File: config.mk
export PLATFORM = sky130hd
export DESIGN_NAME = sb_stream_arbiter_flat
export DESIGN_NICKNAME = d
export VERILOG_FILES = /design/src/rtl/sb_stream_arbiter_if.sv /design/src/rtl/sb_stream_arbiter.sv /design/src/flat_wrapper.sv
export SDC_FILE = /design/constraint.sdc
export NUM_CORES = 1
export LEC_CHECK = 0
export ABC_AREA = 1
export BUFFER_PORTS_ARGS = -buffer_cell sky130_fd_sc_hd__buf_2
export CAP_MARGIN = 20
export CORE_AREA = 2 2 337 339
export DETAILED_ROUTE_END_ITERATION = 8
export DIE_AREA = 0 0 339 341
export GPL_ROUTABILITY_DRIVEN = 0
export PLACE_DENSITY = 0.35
export SYNTH_ARGS = -nofsm -noshare
export SYNTH_HDL_FRONTEND = slang
export SYNTH_SLANG_ARGS = --single-unit
export TNS_END_PERCENT = 10
File: constraint.sdc
create_clock -name clk -period 3.95 [get_ports clk]
set_input_delay 0.5925 -clock clk [delete_from_list [all_inputs] [get_ports clk]]
set_output_delay 0.5925 -clock clk [all_outputs]
set_load 0.1 [all_outputs]
File: src/rtl/sb_stream_arbiter_if.sv
// Stream bundle shared by N requesters and one merged switchboard output.
// The arbiter takes the slave view; the surrounding datapath takes the master view.
interface sb_stream_arbiter_if #(
    parameter int unsigned N  = 2,
    parameter int unsigned DW = 256
) ();
    logic [N*DW-1:0] in_data;
    logic [N*32-1:0] in_dest;
    logic [N-1:0]    in_last;
    logic [N-1:0]    in_valid;
    logic [N-1:0]    in_ready;

    logic [DW-1:0]   out_data;
    logic [31:0]     out_dest;
    logic            out_last;
    logic            out_valid;
    logic            out_ready;

    logic [N-1:0]    grant;
    logic            busy;

    modport slave (
        input  in_data, in_dest, in_last, in_valid,
        output in_ready,
        output out_data, out_dest, out_last, out_valid,
        input  out_ready,
        output grant, busy
    );

    modport master (
        output in_data, in_dest, in_last, in_valid,
        input  in_ready,
        input  out_data, out_dest, out_last, out_valid,
        output out_ready,
        input  grant, busy
    );
endinterface

File: src/rtl/sb_stream_arbiter.sv
// Packet-atomic round-robin arbiter merging N streams onto one registered output.
// A requester keeps the grant from its first beat until its last=1 beat is accepted.
module sb_stream_arbiter #(
    parameter int unsigned N  = 2,
    parameter int unsigned DW = 256
) (
    input  logic               clk,
    input  logic               nreset,
    sb_stream_arbiter_if.slave bus
);
    localparam int unsigned PW = $clog2(N);

    typedef enum logic [0:0] {StIdle, StLocked} state_e;

    state_e        r_state;
    state_e        w_state_next;
    logic [PW-1:0] r_ptr;
    logic [PW-1:0] w_ptr_next;
    logic [PW-1:0] r_owner;
    logic [PW-1:0] w_owner_next;

    logic          r_out_valid;
    logic [DW-1:0] r_out_data;
    logic [31:0]   r_out_dest;
    logic          r_out_last;

    logic          w_space;
    logic          w_sel_vld;
    logic [PW-1:0] w_sel;
    logic [PW-1:0] w_idx;
    logic [DW-1:0] w_sel_data;
    logic [31:0]   w_sel_dest;
    logic          w_sel_last;
    logic          w_sel_valid;
    logic          w_accept;
    logic [N-1:0]  w_in_ready;
    logic [N-1:0]  w_grant;

    // Nothing may be accepted while reset is asserted, so in_ready stays low then.
    assign w_space = nreset && (!r_out_valid || bus.out_ready);

    // Pick the requester: the owner while locked, else first valid searching from r_ptr.
    always_comb begin
        w_sel     = r_owner;
        w_sel_vld = 1'b0;
        w_idx     = '0;
        if (r_state == StLocked) begin
            w_sel_vld = 1'b1;
        end else begin
            for (int unsigned k = 0; k < N; k++) begin
                w_idx = PW'((32'(r_ptr) + k) % N);
                if (!w_sel_vld && bus.in_valid[w_idx]) begin
                    w_sel_vld = 1'b1;
                    w_sel     = w_idx;
                end
            end
        end
    end

    // Route the selected requester's beat and derive per-requester ready and grant.
    always_comb begin
        w_sel_data  = '0;
        w_sel_dest  = '0;
        w_sel_last  = 1'b0;
        w_sel_valid = 1'b0;
        w_in_ready  = '0;
        w_grant     = '0;
        for (int unsigned i = 0; i < N; i++) begin
            if (w_sel == PW'(i)) begin
                w_sel_data  = bus.in_data[i*DW +: DW];
                w_sel_dest  = bus.in_dest[i*32 +: 32];
                w_sel_last  = bus.in_last[i];
                w_sel_valid = bus.in_valid[i];
            end
            w_in_ready[i] = w_sel_vld && w_space && (w_sel == PW'(i));
            w_grant[i]    = (r_state == StLocked) && (r_owner == PW'(i));
        end
    end

    assign w_accept = w_sel_vld && w_space && w_sel_valid;

    // Lock on a non-final beat, release and advance the pointer on a final beat.
    always_comb begin
        w_state_next = r_state;
        w_ptr_next   = r_ptr;
        w_owner_next = r_owner;
        if (w_accept) begin
            if (w_sel_last) begin
                w_state_next = StIdle;
                w_ptr_next   = (w_sel == PW'(N - 1)) ? '0 : w_sel + 1'b1;
            end else begin
                w_state_next = StLocked;
                w_owner_next = w_sel;
            end
        end
    end

    // Arbitration state register.
    always_ff @(posedge clk or negedge nreset) begin
        if (!nreset) begin
            r_state <= StIdle;
            r_ptr   <= '0;
            r_owner <= '0;
        end else begin
            r_state <= w_state_next;
            r_ptr   <= w_ptr_next;
            r_owner <= w_owner_next;
        end
    end

    // Output register: load on accept, drop valid once the held beat is taken.
    always_ff @(posedge clk or negedge nreset) begin
        if (!nreset) begin
            r_out_valid <= 1'b0;
            r_out_data  <= '0;
            r_out_dest  <= '0;
            r_out_last  <= 1'b0;
        end else if (w_accept) begin
            r_out_valid <= 1'b1;
            r_out_data  <= w_sel_data;
            r_out_dest  <= w_sel_dest;
            r_out_last  <= w_sel_last;
        end else if (bus.out_ready) begin
            r_out_valid <= 1'b0;
        end
    end

    assign bus.in_ready  = w_in_ready;
    assign bus.out_valid = r_out_valid;
    assign bus.out_data  = r_out_data;
    assign bus.out_dest  = r_out_dest;
    assign bus.out_last  = r_out_last;
    assign bus.grant     = w_grant;
    assign bus.busy      = (r_state == StLocked);
endmodule

File: src/flat_wrapper.sv
// flat-port wrapper written by rule: the top's interface ports become plain ports
module sb_stream_arbiter_flat 
#(
    parameter int unsigned N  = 2,
    parameter int unsigned DW = 256
)
  (clk, nreset, bus_in_data, bus_in_dest, bus_in_last, bus_in_valid, bus_in_ready, bus_out_data, bus_out_dest, bus_out_last, bus_out_valid, bus_out_ready, bus_grant, bus_busy);
  sb_stream_arbiter_if #(.N(N), .DW(DW)) bus_i ();
  input  logic clk;
  input  logic nreset;
  input wire logic [$bits(bus_i.in_data)-1:0] bus_in_data;
  input wire logic [$bits(bus_i.in_dest)-1:0] bus_in_dest;
  input wire logic [$bits(bus_i.in_last)-1:0] bus_in_last;
  input wire logic [$bits(bus_i.in_valid)-1:0] bus_in_valid;
  output wire logic [$bits(bus_i.in_ready)-1:0] bus_in_ready;
  output wire logic [$bits(bus_i.out_data)-1:0] bus_out_data;
  output wire logic [$bits(bus_i.out_dest)-1:0] bus_out_dest;
  output wire logic [$bits(bus_i.out_last)-1:0] bus_out_last;
  output wire logic [$bits(bus_i.out_valid)-1:0] bus_out_valid;
  input wire logic [$bits(bus_i.out_ready)-1:0] bus_out_ready;
  output wire logic [$bits(bus_i.grant)-1:0] bus_grant;
  output wire logic [$bits(bus_i.busy)-1:0] bus_busy;
  assign bus_i.in_data = bus_in_data;
  assign bus_i.in_dest = bus_in_dest;
  assign bus_i.in_last = bus_in_last;
  assign bus_i.in_valid = bus_in_valid;
  assign bus_in_ready = bus_i.in_ready;
  assign bus_out_data = bus_i.out_data;
  assign bus_out_dest = bus_i.out_dest;
  assign bus_out_last = bus_i.out_last;
  assign bus_out_valid = bus_i.out_valid;
  assign bus_i.out_ready = bus_out_ready;
  assign bus_grant = bus_i.grant;
  assign bus_busy = bus_i.busy;
  sb_stream_arbiter #(.N(N), .DW(DW)) u_core (.clk(clk), .nreset(nreset), .bus(bus_i));
endmodule
==> results.sh <==
export IMPL_critPathMaxStageDelay_ns=0.58
export IMPL_finClkSkew_ns=0.0119
export IMPL_num_vias=16000
export IMPL_setup_viol_count_final=0
export IMPL_overflow=0
export IMPL_grt_use_met1_pct=14.1
export IMPL_critical_path_class="in -> out"
export IMPL_end_kind="output port"
export IMPL_cp_start_kind="input pin"
export IMPL_fmax_ghz=0.326
export IMPL_io_buffers=877
export IMPL_worst_ep_required_time_ns=3.36
export IMPL_antenna_found_initial=4
export IMPL_postRouteAntennaNets=0
export IMPL_status="completed"
export IMPL_ioPinCount=878
export IMPL_htree_levels=2
export IMPL_die_h_um=341
export IMPL_yosysUniqueCellTypes=17
export IMPL_cts_buffers=39
export IMPL_crit_buf_inv=4
export IMPL_min_period_ns=3.06
export IMPL_post_route_period_util_pct=77.6
export IMPL_grt_util_met2_pct=21.6
export IMPL_cts_setup_buffers=0
export IMPL_rsz0062_at_grt="false"
export IMPL_insertion_delay_ns=0.57
export IMPL_first_global_vias=16200
export IMPL_wl_per_cell_um=15.9
export IMPL_die_area_sq_um=116000
export IMPL_critPathArrivalTime_ns=2.47
export IMPL_tns_ns=0
export IMPL_hold_slack_ns=0.230
export IMPL_cts_resized=0
export IMPL_cts_tree="built"
export IMPL_synth_seq_cells=293
export IMPL_worst_pin_slew_ns=0.990
export IMPL_layout_drive_gt1_share_pct=32.0
export IMPL_row_count=123
export IMPL_syn_num_nets=2774
export IMPL_grt_busiest_layer="met2"
export IMPL_cts_root_buf="clkbuf_16"
export IMPL_slew_headroom_pct=34.0
export IMPL_grt_usage_pct=12.0
export IMPL_die_width_um=339
export IMPL_yosysSeqAreaShare_pct=50.2
export IMPL_hpwl_um=55800
export IMPL_clk_path_buf_depth=3
export IMPL_dr_pass1_iters=5
export IMPL_crit_family="buffers and inverters"
export IMPL_start_util_pct=13.0
export IMPL_cts_sinks=293
export IMPL_hold_path_class="in -> reg"
export IMPL_viasPerCell=3.53
export IMPL_yosys_warnings=0
export IMPL_clk_pin_slew_ns=0.05
export IMPL_hold_buffers=1
export IMPL_layout_nets=3601
export IMPL_maxCapViolCount=0
export IMPL_grt_pass1_wl_um=105000
export IMPL_drc=0
export IMPL_path_common_cell="nor2_1"
export IMPL_mostFrequentLayoutCell="nand2_1"
export IMPL_wl_um=72200
export IMPL_path_cells="dlygate4sd3_1, buf_8, o21ai_0, nor2_1, inv_1, nor2_1, buf_2"
export IMPL_grt_use_met3_pct=2.98
export IMPL_area_growth_pct=50.8
export IMPL_synth_cells=2191
export IMPL_avgSynthCellArea_sq_um=6.66
export IMPL_cp_max_fo=27
export IMPL_cp_slowest_cell="dlygate4sd3_1"
export IMPL_finalHoldViolations=0
export IMPL_coreArea_sq_um=112000
export IMPL_drt_iter0_markers=629
export IMPL_synth_area_sq_um=14600
export IMPL_grt_max_degree=154
export IMPL_drv_slew=0
export IMPL_final_cell_mix="nand2_1, buf_2, dfrtp_1"
[synth_stat cells]
master | instances | area share [%]
inv_1 | 9 | 0.23
o21ai_0 | 3 | 0.10
a21oi_1 | 1 | 0.034
nand2_2 | 2 | 0.086
nand3_1 | 3 | 0.10
buf_2 | 84 | 2.9
clkbuf_1 | 35 | 0.90
buf_6 | 1 | 0.077
buf_4 | 2 | 0.10
o21ai_1 | 1 | 0.034
nor2_1 | 4 | 0.10
inv_2 | 1 | 0.026
nor3_1 | 1 | 0.034
nand4_1 | 1 | 0.043
buf_1 | 6 | 0.15
nand2_1 | 1744 | 45
dfrtp_1 | 293 | 50
[logic make-up after synthesis]
group                  count (synthesis)  share of synthesized area, %
buffers and inverters                138                          4.37
and+or+nand+nor                     1755                          45.2
DFF                                  293                          50.2
AOI/OAI and AO/OA                      5                         0.171
[final timing paths]
kind	from	to	slack (ns)	depth (start not counted)
hold reg to reg	u_core.bus.out_data[233]$_DFFE_PN0P_	u_core.bus.out_data[233]$_DFFE_PN0P_	0.46	2
max in group asynchronous	nreset	u_core.bus.out_data[192]$_DFFE_PN0P_	1.86	4
hold / removal	bus_out_ready	u_core.bus.out_valid$_DFFE_PN0P_	0.23	2
min in group asynchronous	nreset	u_core.bus.out_data[137]$_DFFE_PN0P_	0.50	2
setup reg to reg	u_core.r_ptr$_DFFE_PN0P_	u_core.bus.out_data[206]$_DFFE_PN0P_	1.43	10
setup / recovery	nreset	bus_in_ready[0]	0.89	7
[area by class of cell]
class                   instances  area, sq um
clock inverters                10          105
diodes                          2         5.00
repair buffers                914         4800
fillers                     13000        89900
multi-input cells            1760         6650
well taps                    1500         1880
clock buffers                  61         1180
inverters                      10         52.6
flip-flops and latches        293         7330
[metal layers]
| metal | vias up | routed length [um] |
|---|---|---|
| met5 | - | 13 |
| met4 | 2 | 1480 |
| met3 | 73 | 4650 |
| met2 | 525 | 36400 |
| met1 | 7269 | 29600 |
| li1 | 8174 | - |
[state kept, by name, indices dropped and copies added, names as in the netlist]
name                  count
u_core.bus.out_valid      1
u_core.bus.out_data     256
u_core.bus.busy           1
u_core.r_ptr              1
u_core.r_owner            1
u_core.bus.out_last       1
u_core.bus.out_dest      32
[metrics by stage]
step / util, % / setup slack [ns] / instance area, sq um / std cells
after floorplan: - / 0.409 / 14600 / 2191
after global placement: 18.5 / 1.21 / 20700 / 4476
after detailed placement: 18.5 / 1.25 / 20700 / 4476
after CTS: 19.7 / 0.837 / 22000 / 4548
after global routing: 19.7 / 0.728 / 22000 / 4548
final: 19.7 / 0.886 / 22000 / 4550
Power is not shown: default switching activity piles up to over one toggle a cycle in this logic, so the estimate is an artifact.
